===== config.mk =====
export PLATFORM = sky130hd
export DESIGN_NAME = wb_port_arbiter
export DESIGN_NICKNAME = d
export VERILOG_FILES = /design/src/rtl/wb_port_arbiter.sv
export SDC_FILE = /design/constraint.sdc
export NUM_CORES = 1
export LEC_CHECK = 0
export BUFFER_PORTS_ARGS = -buffer_cell sky130_fd_sc_hd__buf_2
export CAP_MARGIN = 20
export CELL_PAD_IN_SITES_DETAIL_PLACEMENT = 1
export CELL_PAD_IN_SITES_GLOBAL_PLACEMENT = 1
export CORE_MARGIN = 1
export CORE_UTILIZATION = 26
export DETAILED_ROUTE_END_ITERATION = 10
export PLACE_DENSITY = 0.85
export SLEW_MARGIN = 10
export SYNTH_ARGS = -nofsm -noshare
export SYNTH_HDL_FRONTEND = slang
export SYNTH_SLANG_ARGS = --single-unit

===== constraint.sdc =====
create_clock -name clk -period 1.4 [get_ports clk]
set_clock_uncertainty 0.05 [all_clocks]
set_input_delay 0.21 -clock clk [delete_from_list [all_inputs] [get_ports clk]]
set_output_delay 0.21 -clock clk [all_outputs]
set_load 0.02 [all_outputs]

===== src/rtl/wb_port_arbiter.sv =====
// Purpose : two-requester arbiter for the register-file write port, with an
//           optional post-reset clear sweep (macro WB_ARB_REGFILE_CLEAR_EN).
// Latency : grant is combinational; the register-file write appears 1 cycle
//           after the transfer.
// Backpressure: a requester without a grant holds req/rd/data until it is
//           granted. No grants are issued during reset or the clear sweep.
//
// Ports:
//   clk, reset          single clock, synchronous active-high reset
//   req0/rd0/data0/gnt0 requester 0 (ALU writeback)
//   req1/rd1/data1/gnt1 requester 1 (load writeback)
//   reg_write/Rd/write_data  registered register-file write port
//   busy                high while the clear sweep owns the write port
//
// Build option: define WB_ARB_REGFILE_CLEAR_EN to enter a CLEAR state after
// reset that writes zero to registers 0..NREGS-1 before arbitration starts.
// Without it, the block comes out of reset directly in RUN and busy is 0.
module wb_port_arbiter #(
  parameter int DATA_W = 32,
  parameter int ADDR_W = 5,
  parameter int NREGS  = 32
) (
  input  logic              clk,
  input  logic              reset,
  input  logic              req0,
  input  logic [ADDR_W-1:0] rd0,
  input  logic [DATA_W-1:0] data0,
  output logic              gnt0,
  input  logic              req1,
  input  logic [ADDR_W-1:0] rd1,
  input  logic [DATA_W-1:0] data1,
  output logic              gnt1,
  output logic              reg_write,
  output logic [ADDR_W-1:0] Rd,
  output logic [DATA_W-1:0] write_data,
  output logic              busy
);

  // The sweep index is ADDR_W bits wide, so every register must be addressable.
  if (NREGS < 1 || NREGS > (1 << ADDR_W)) begin : g_bad_nregs
    $error("wb_port_arbiter: NREGS must be in 1..2**ADDR_W");
  end

  logic              clearing;   // clear sweep owns the write port this cycle
  logic [ADDR_W-1:0] clear_idx;  // register being zeroed this cycle

  // Last-grant pointer: 1 means requester 1 was granted last.
  logic              last_q, last_d;
  logic              reg_write_q, reg_write_d;
  logic [ADDR_W-1:0] rd_q, rd_d;
  logic [DATA_W-1:0] wdata_q, wdata_d;

`ifdef WB_ARB_REGFILE_CLEAR_EN
  typedef enum logic {
    ST_CLEAR = 1'b0,
    ST_RUN   = 1'b1
  } state_t;

  localparam logic [ADDR_W-1:0] LAST_IDX = ADDR_W'(NREGS - 1);

  state_t            state_q, state_d;
  logic [ADDR_W-1:0] sweep_q, sweep_d;

  always_ff @(posedge clk) begin
    if (reset) begin
      state_q <= ST_CLEAR;
      sweep_q <= '0;
    end else begin
      state_q <= state_d;
      sweep_q <= sweep_d;
    end
  end

  // The last index is written in the same cycle we leave CLEAR, so the
  // first RUN grant lands right behind the final clear write. The index
  // holds at the last value rather than wrapping.
  always_comb begin
    state_d = state_q;
    sweep_d = sweep_q;
    if (state_q == ST_CLEAR) begin
      if (sweep_q == LAST_IDX) begin
        state_d = ST_RUN;
      end else begin
        sweep_d = sweep_q + 1'b1;
      end
    end
  end

  assign clearing  = (state_q == ST_CLEAR);
  assign clear_idx = sweep_q;
`else
  assign clearing  = 1'b0;
  assign clear_idx = '0;
`endif

  assign busy = clearing;

  // Grants. On a tie the requester that was not granted last wins:
  // last_q=1 (requester 1 last) hands the tie to requester 0.
  always_comb begin
    gnt0 = 1'b0;
    gnt1 = 1'b0;
    if (!reset && !clearing) begin
      if (req0 && req1) begin
        gnt0 = last_q;
        gnt1 = ~last_q;
      end else begin
        gnt0 = req0;
        gnt1 = req1;
      end
    end
  end

  // Next-cycle write port. A transfer to x0 is consumed (and moves the
  // pointer) but never raises reg_write, so x0 stays zero.
  always_comb begin
    last_d      = last_q;
    reg_write_d = 1'b0;
    rd_d        = rd_q;
    wdata_d     = wdata_q;
    if (clearing) begin
      reg_write_d = 1'b1;
      rd_d        = clear_idx;
      wdata_d     = '0;
    end else if (gnt0) begin
      reg_write_d = |rd0;
      rd_d        = rd0;
      wdata_d     = data0;
      last_d      = 1'b0;
    end else if (gnt1) begin
      reg_write_d = |rd1;
      rd_d        = rd1;
      wdata_d     = data1;
      last_d      = 1'b1;
    end
  end

  always_ff @(posedge clk) begin
    if (reset) begin
      last_q      <= 1'b1;
      reg_write_q <= 1'b0;
      rd_q        <= '0;
      wdata_q     <= '0;
    end else begin
      last_q      <= last_d;
      reg_write_q <= reg_write_d;
      rd_q        <= rd_d;
      wdata_q     <= wdata_d;
    end
  end

  assign reg_write  = reg_write_q;
  assign Rd         = rd_q;
  assign write_data = wdata_q;

endmodule


==> results of run 1 <==
cell families (layout without fill, tap and decap cells):
| logic type | count (synthesis) | in the layout |
|---|---|---|
| flip-flops | 39 | 39 |
| other | 1 | 1 |
| buffers and inverters | 63 | 184 |
| AND/OR/NAND/NOR | 9 | 9 |
| AO/OA/AOI/OAI | 77 | 77 |
cells in the mapped netlist, drive strengths merged:
library cell,n,area share
nor2,1,0.0021
inv,39,0.080
dfxtp,39,0.43
a22o,1,0.0048
clkbuf,14,0.029
nor3,3,0.011
a221o,37,0.20
nand3,1,0.0027
nand2,3,0.0062
o211a,1,0.0096
and3,1,0.0034
buf,10,0.039
o21ai,1,0.0027
conb,1,0.0021
a2111oi,37,0.18
final cells by class:
class,count,area (sq um),area share
clock buffer,6,72.6,0.0267
clock inverter,2,12.5,0.00460
inverter,39,146,0.0538
multi-input combinational,87,791,0.291
sequential,39,782,0.288
tap,96,120,0.0442
timing repair buffer,137,795,0.292
report_power, final:
| group | leakage (nW) | total [W] | switching [W] | internal [W] |
|---|---|---|---|---|
| logic | 0.994 | 0.000646 | 0.000358 | 0.000288 |
| registers | 0.323 | 0.00126 | 0.0000538 | 0.00120 |
| clock network | 0.0412 | 0.000750 | 0.000402 | 0.000348 |
| total | 1.36 | 0.00265 | 0.000814 | 0.00184 |
cell usage in the layout, fill, tap and decap left out, drive strengths merged:
cell	instances
buf	137
dfxtp	39
inv	39
a221o	37
a2111oi	37
clkbuf	6
nand2	3
nor3	3
o211a	1
and3	1
o21ai	1
nor2	1
nand3	1
a22o	1
conb	1
clkinvlp	1
clkinv	1
routing by layer:
layer,vias up,routed length [um],share of wire
met5,-,0,0
met3,4,334,0.051
met1,1002,2850,0.44
li1,977,-,-
met2,75,3310,0.51
met4,0,38,0.0058
registers in the layout, summed over array words and instances, names as in the netlist:
signal and count:
last_q 1, write_data 32, reg_write 1, Rd 5
worst min path at each step:
stage	slack, ns	cells after the start	to	startpoint
floorplan	0.29	2	last_q	req1
global placement	0.38	2	write_data[14]	data0[14]
detailed placement	0.39	2	write_data[14]	data0[14]
CTS	0.08	2	write_data[31]	data0[31]
global route	0.09	2	write_data[1]	data0[1]
finish	0.09	2	write_data[27]	data0[27]
per-stage QoR:
step                TNS (ns)  utilization  hold slack (ns)
floorplan                  0            -            0.292
global placement           0        0.380            0.384
detailed placement   -0.0183        0.380            0.390
CTS                  -0.0150        0.399           0.0831
global route         -0.0662        0.400           0.0853
finish              -0.00505        0.400           0.0896
what timing repair did:
item / 4_1_cts / 5_1_grt
setup buffers: 3 / 0
pin swaps: 4 / 9
resized for setup: 8 / 6
endpoints found under the setup margin: 5 / 16
==> impl_metrics.py, run 1 <==
metrics = {
    "status": {
        "outcome": "finished, violations left",
        "violations": "setup timing",
    },
    "global_routing": {
        "grt-ovfl-total": 0,
        "grt_antenna_before_repair": 0,
        "met2_usage": 0.324,
        "grtUsageTotal": 0.176,
        "grt_busiest_layer": "met2",
        "use_met1": 0.211,
        "grt_max_degree": 25,
        "use_met3": 0.0375,
        "grt_pass1_wl_um": 10200,
        "grt_pass1_vias": 2125,
    },
    "yosys": {
        "ys_ff_latch": 39,
        "avgSynthCellArea_sq_um": 9.67,
        "synthMuxAreaShare": 0,
        "ys_warn_count": 0,
        "ys_types": 19,
        "syn_nets": 267,
        "synth_area_sq_mm": 0.00183,
        "synth_top_family_by_area": "compound AO/OA/AOI/OAI gates",
        "yosys.area_share.simple": 0.0253,
        "syn_inst": 189,
        "ys_seq_area_frac": 0.427,
        "synth_compound_area_frac": 0.397,
        "synth_xor_area_frac": 0,
        "yosys.area_share.adder": 0,
    },
    "clock_tree": {
        "clock-sinks": 39,
        "clock_latency_ns": 0.29,
        "cts-root-buf": "clkbuf_8",
        "clk_pin_slew_ns": 0.08,
        "htree_levels": 2,
        "cts_hold_buf": 0,
        "clockBufferDepth": 2,
        "cts_buffers": 5,
        "cts_tree": "done",
    },
    "layout": {
        "stdcell_count": 406,
        "syn_to_final_growth_pct": 48.8,
        "diodes": 0,
        "design_area_sq_mm": 0.00272,
        "fillers": 823,
        "drive_gt1_frac": 0.477,
        "nets": 387,
    },
    "sta": {
        "post-route-period-util": 1.00,
        "finalSetupViolations": 1,
        "min_period_ns": 1.41,
        "rsz0062_at_grt": "yes",
        "setup_ws_ns": -0.00505,
        "hold_viol": 0,
        "max_freq_ghz": 0.712,
        "slew-limit-headroom": 0.656,
        "tightest_slew_ns": 0.515,
        "final_max_slew_viol_count": 0,
    },
    "die": {
        "rows": 30,
        "start_util": 0.269,
        "die_w_um": 85.8,
        "core_area_sq_mm": 0.00679,
        "ioPinCount": 119,
        "die_height_um": 85.8,
        "fp.dieArea_sq_mm": 0.00737,
    },
    "placed_design": {
        "hpwl_um": 4970,
        "placed_cells": 395,
        "place_ws_ns": -0.0183,
        "gp_congestion": 0.735,
        "place_area_sq_mm": 0.00258,
        "io_buffers": 117,
    },
    "setup_path": {
        "timing.rr.end": "Rd[0]",
        "critPathMaxStageDelay_ns": 0.35,
        "worstRegToRegCells": 4,
        "arrival_ns": 1.15,
        "end_kind": "output port",
        "crit_start": "last_q",
        "worst-setup-path-type": "register to output port",
        "cp.depth": 3,
        "worstSetupEndpoint": "gnt0",
        "slowest_stage": "dfxtp_2",
        "critical_path_required_ns": 1.14,
        "cp-start-kind": "register",
        "cpLargestDelayFamily": "flip-flops",
        "rrSetupSlack_ns": 0.02,
        "crit_chain": "o211a_4 -> buf_12 -> buf_8",
        "crit-reg2reg-launch": "last_q",
        "crit_buf_inv": 2,
        "critPathMaxFanout": 4,
    },
    "routing": {
        "avgRoutedWirePerCell_um": 16.1,
        "vias": 2058,
        "dr.pass1.iters": 4,
        "drc": 0,
        "drtIter0Drc": 93,
        "vias_per_cell": 5.07,
        "ant_nets": 0,
        "detail_route.wirelength_um": 6530,
    },
    "run": {
        "maxCapViolations": 0,
    },
    "power": {
        "leakage_nw": 1.36,
        "power_density_mw_per_mm2": 976,
        "ir_drop_v": 0.000476,
        "p_total_w": 0.00265,
    },
    "hold_path": {
        "min_path_type": "input pin to register",
    },
}
No activity file was read; power rests on OpenSTA's default activity.
==> inputs of run 2 (changes only) <==
- RECOVER_POWER: not set -> 25
- SKIP_CTS_REPAIR_TIMING: not set -> 1
==> impl_metrics.py, run 2 (synthesis gave the netlist of run 1 again) <==
metrics = {
    "status": {
        "outcome": "finished, violations left",
        "violations": "setup timing",
    },
    "die": {
        "start_util": 0.269,
        "die_height_um": 85.8,
        "ioPinCount": 119,
        "fp.dieArea_sq_mm": 0.00737,
        "die_w_um": 85.8,
        "rows": 30,
        "core_area_sq_mm": 0.00679,
    },
    "sta": {
        "max_freq_ghz": 0.703,
        "rsz0062_at_grt": "yes",
        "whs_ns": 0.0896,
        "min_period_ns": 1.42,
        "tightest_slew_ns": 0.563,
        "finalSetupViolations": 1,
        "slew-limit-headroom": 0.615,
        "post-route-period-util": 1.02,
        "final_max_slew_viol_count": 0,
        "setup_ws_ns": -0.0233,
        "setup_tns_ns": -0.0233,
        "hold_viol": 0,
    },
    "global_routing": {
        "grt_antenna_before_repair": 0,
        "grt_max_degree": 25,
        "grt-ovfl-total": 0,
        "grtUsageTotal": 0.175,
        "grt_pass1_wl_um": 10100,
        "grt_pass1_vias": 2122,
    },
    "layout": {
        "stdcell_count": 405,
        "final_common_cell": "buf_2",
        "fillers": 836,
        "multi_input_area_sq_um": 790,
        "drive_gt1_frac": 0.421,
        "layout_common_cells": "buf_2, dfxtp_1, inv_1, a221o_1, a2111oi_0",
        "nets": 386,
        "syn_to_final_growth_pct": 46.4,
        "diodes": 0,
        "regArea_sq_um": 782,
        "largest_reg_flops": 32,
    },
    "routing": {
        "drc": 0,
        "vias": 2084,
        "ant_nets": 0,
        "detail_route.wirelength_um": 6480,
        "drtIter0Drc": 93,
        "avgRoutedWirePerCell_um": 16.0,
        "vias_per_cell": 5.15,
        "dr.pass1.iters": 4,
    },
    "setup_path": {
        "critical_path_required_ns": 1.14,
        "worst-setup-path-type": "register to output port",
        "end_kind": "output port",
        "critPathMaxFanout": 8,
        "cp-start-kind": "register",
        "arrival_ns": 1.16,
    },
    "placed_design": {
        "hpwl_um": 4970,
        "gp_congestion": 0.735,
        "io_buffers": 117,
        "place_ws_ns": -0.0183,
        "placed_cells": 395,
    },
    "power": {
        "ir_drop_v": 0.000477,
        "leakage_nw": 1.29,
        "power_density_mw_per_mm2": 985,
    },
    "clock_tree": {
        "clock-sinks": 39,
        "clk_pin_slew_ns": 0.08,
        "cts_tree": "done",
        "clockBufferDepth": 2,
        "cts-root-buf": "clkbuf_8",
        "clock_latency_ns": 0.29,
        "htree_levels": 2,
        "cts_buffers": 5,
    },
    "run": {
        "maxCapViolations": 0,
    },
    "hold_path": {
        "min_path_type": "input pin to register",
    },
}
-- run 2: metal layers --
metal / up-vias / track usage / wire length [um]
li1: 977 / - / -
met1: 1025 / 0.210 / 2810
met2: 76 / 0.321 / 3260
met3: 6 / 0.0375 / 361
met4: 0 / 0.0364 / 45
met5: - / 0 / 0
-- run 2: worst paths after layout --
path	from	to	slack [ns]	cells past startpoint
worst min-delay path	data0[31]	write_data[31]	0.09	2
worst max register to register	last_q	write_data[4]	0.03	4
worst min register to register	write_data[31]	write_data[31]	0.44	1
worst max-delay path	last_q	gnt0	-0.02	3
-- run 2: final cells by class --
class | instances | area share
multi-input combinational | 87 | 0.295
sequential | 39 | 0.292
timing repair buffer | 136 | 0.281
inverter | 39 | 0.0547
tap | 96 | 0.0449
clock buffer | 6 | 0.0271
clock inverter | 2 | 0.00468
-- run 2: metrics by stage --
stage	power [W]	utilization	area, sq um
finish	0.00263	0.394	2670
global route	0.00277	0.394	2670
CTS	0.00267	0.392	2670
detailed placement	0.00191	0.380	2580
global placement	0.00189	0.380	2580
floorplan	0.00160	-	1830
-- run 2: power by group --
group	internal (W)	switching (W)
Clock	0.000348	0.000402
Combinational	0.000270	0.000355
Sequential	0.00120	0.0000554
-- run 2: worst max-delay path, stage by stage, from the launching register on --
cell and delay, ns:
dfxtp_2 0.35, o211a_4 0.26, buf_12 0.14, buf_6 0.12
==> inputs of run 3 (changes only) <==
- CORE_ASPECT_RATIO: not set -> 0.5
- SETUP_SLACK_MARGIN: not set -> 0.05
==> impl_metrics.py, run 3 (synthesis gave the netlist of run 1 again) <==
metrics = {
    "routing": {
        "drtIter0Drc": 164,
        "avgRoutedWirePerCell_um": 18.8,
        "dr.pass1.iters": 4,
        "vias_per_cell": 5.30,
        "vias": 2125,
        "drc": 0,
        "ant_nets": 0,
        "detail_route.wirelength_um": 7530,
    },
    "die": {
        "die_w_um": 121,
        "start_util": 0.272,
        "die_height_um": 61.3,
        "core_area_sq_mm": 0.00673,
        "ioPinCount": 119,
        "fp.dieArea_sq_mm": 0.00739,
        "rows": 21,
    },
    "sta": {
        "rsz0062_at_grt": "yes",
        "slew-limit-headroom": 0.616,
        "min_period_ns": 1.42,
        "whs_ns": 0.103,
        "final_max_slew_viol_count": 0,
        "hold_viol": 0,
        "tightest_slew_ns": 0.562,
        "finalSetupViolations": 5,
        "post-route-period-util": 1.02,
        "setup_ws_ns": -0.0221,
        "max_freq_ghz": 0.703,
    },
    "layout": {
        "layout_common_cells": "buf_2, dfxtp_1, inv_1, a221o_1, a2111oi_1",
        "diodes": 0,
        "final_util": 0.422,
        "fillers": 792,
        "syn_to_final_growth_pct": 55.3,
        "regArea_sq_um": 785,
        "design_area_sq_mm": 0.00284,
        "final_common_cell": "buf_2",
        "largest_reg_flops": 32,
        "nets": 386,
        "multi_input_area_sq_um": 836,
        "drive_gt1_frac": 0.495,
    },
    "placed_design": {
        "place_area_sq_mm": 0.00256,
        "gp_congestion": 0.743,
        "hpwl_um": 5100,
        "io_buffers": 117,
    },
    "power": {
        "pwr-share-comb": 0.218,
        "ir_drop_v": 0.000567,
        "p_int_w": 0.00226,
        "power.switching_w": 0.000891,
        "p_seq_frac": 0.400,
        "swShare": 0.283,
        "pwr-share-clk": 0.381,
        "power_density_mw_per_mm2": 1110,
        "leakage_nw": 1.39,
    },
    "setup_path": {
        "critical_path_required_ns": 1.14,
        "end_kind": "output port",
        "worstRegToRegCells": 4,
        "worst-setup-path-type": "register to output port",
        "crit-reg2reg-launch": "last_q",
        "cp-start-kind": "register",
        "timing.rr.end": "write_data[24]",
        "critPathMaxFanout": 8,
        "rrSetupSlack_ns": -0.01,
        "arrival_ns": 1.16,
    },
    "global_routing": {
        "grtUsageTotal": 0.185,
        "grt_antenna_before_repair": 0,
        "grt_max_degree": 38,
        "grt_pass1_vias": 2039,
        "grt_pass1_wl_um": 10400,
        "grt-ovfl-total": 0,
    },
    "hold_path": {
        "hold_start": "data0[2]",
        "min_path_type": "input pin to register",
        "whs_path_depth": 2,
        "hold_end": "write_data[2]",
    },
    "clock_tree": {
        "clock_latency_ns": 0.28,
        "clockBufferDepth": 2,
        "cts_tree": "done",
        "htree_levels": 2,
        "cts_buffers": 5,
        "clk_pin_slew_ns": 0.06,
        "clock-sinks": 39,
        "cts-root-buf": "clkbuf_16",
    },
    "status": {
        "outcome": "finished, violations left",
        "violations": "setup timing",
    },
    "run": {
        "maxCapViolations": 0,
    },
}
run 3: cell count changes in the layout (fill, tap and decap cells not counted), sizes merged:
cell,previous run,this run
clkinvlp,1,0
buf,119,136
clkinv,1,0
clkbuf,23,8
run 3: power by group through the flow:
stage                     clock network [W]  logic (W)  registers (W)
final                               0.00120   0.000689        0.00126
after global routing                0.00125   0.000738        0.00127
after CTS                           0.00120   0.000632        0.00126
after detailed placement                  0   0.000627        0.00128
after global placement                    0   0.000604        0.00127
after floorplan                           0   0.000222        0.00138
run 3: final cells by class:
class                   count  share of cell area
repair buffers            136               0.281
flip-flops and latches     39               0.277
multi-input cells          87               0.295
well taps                  92              0.0406
clock buffers               8              0.0551
inverters                  39              0.0516
run 3: worst max-delay path, stage by stage (launching register included):
cell and delay [ns]:
dfxtp_4 0.36, o211a_4 0.26, buf_12 0.14, buf_6 0.12
run 3: worst max path at each step:
stage / startpoint / endpoint / slack, ns / depth (start not counted)
after detailed placement: req0 / write_data[13] / 0.01 / 4
after global routing: last_q / gnt0 / -0.03 / 3
after floorplan: last_q / write_data[12] / 0.08 / 4
after CTS: last_q / gnt1 / -0.20 / 4
final: last_q / gnt0 / -0.02 / 3
after global placement: req0 / write_data[13] / 0.09 / 4
run 3: metal layers:
layer / share of wire / GRT usage / up-vias / wire [um]
met5: 0 / 0 / - / 0
met4: 0.024 / 0.0670 / 0 / 179
met3: 0.041 / 0.0398 / 22 / 305
met2: 0.52 / 0.351 / 66 / 3920
met1: 0.41 / 0.215 / 1054 / 3120
li1: - / - / 983 / -
run 3: per-stage QoR:
step,worst slack (ns),TNS [ns],power [W],cells
6_report,-0.0221,-0.0483,0.00315,401
5_1_grt,-0.0323,-0.192,0.00326,401
4_1_cts,-0.197,-0.285,0.00309,395
3_5_place_dp,0.00966,0,0.00191,387
3_3_place_gp,0.0927,0,0.00188,387
2_1_floorplan,0.0779,0,0.00161,189
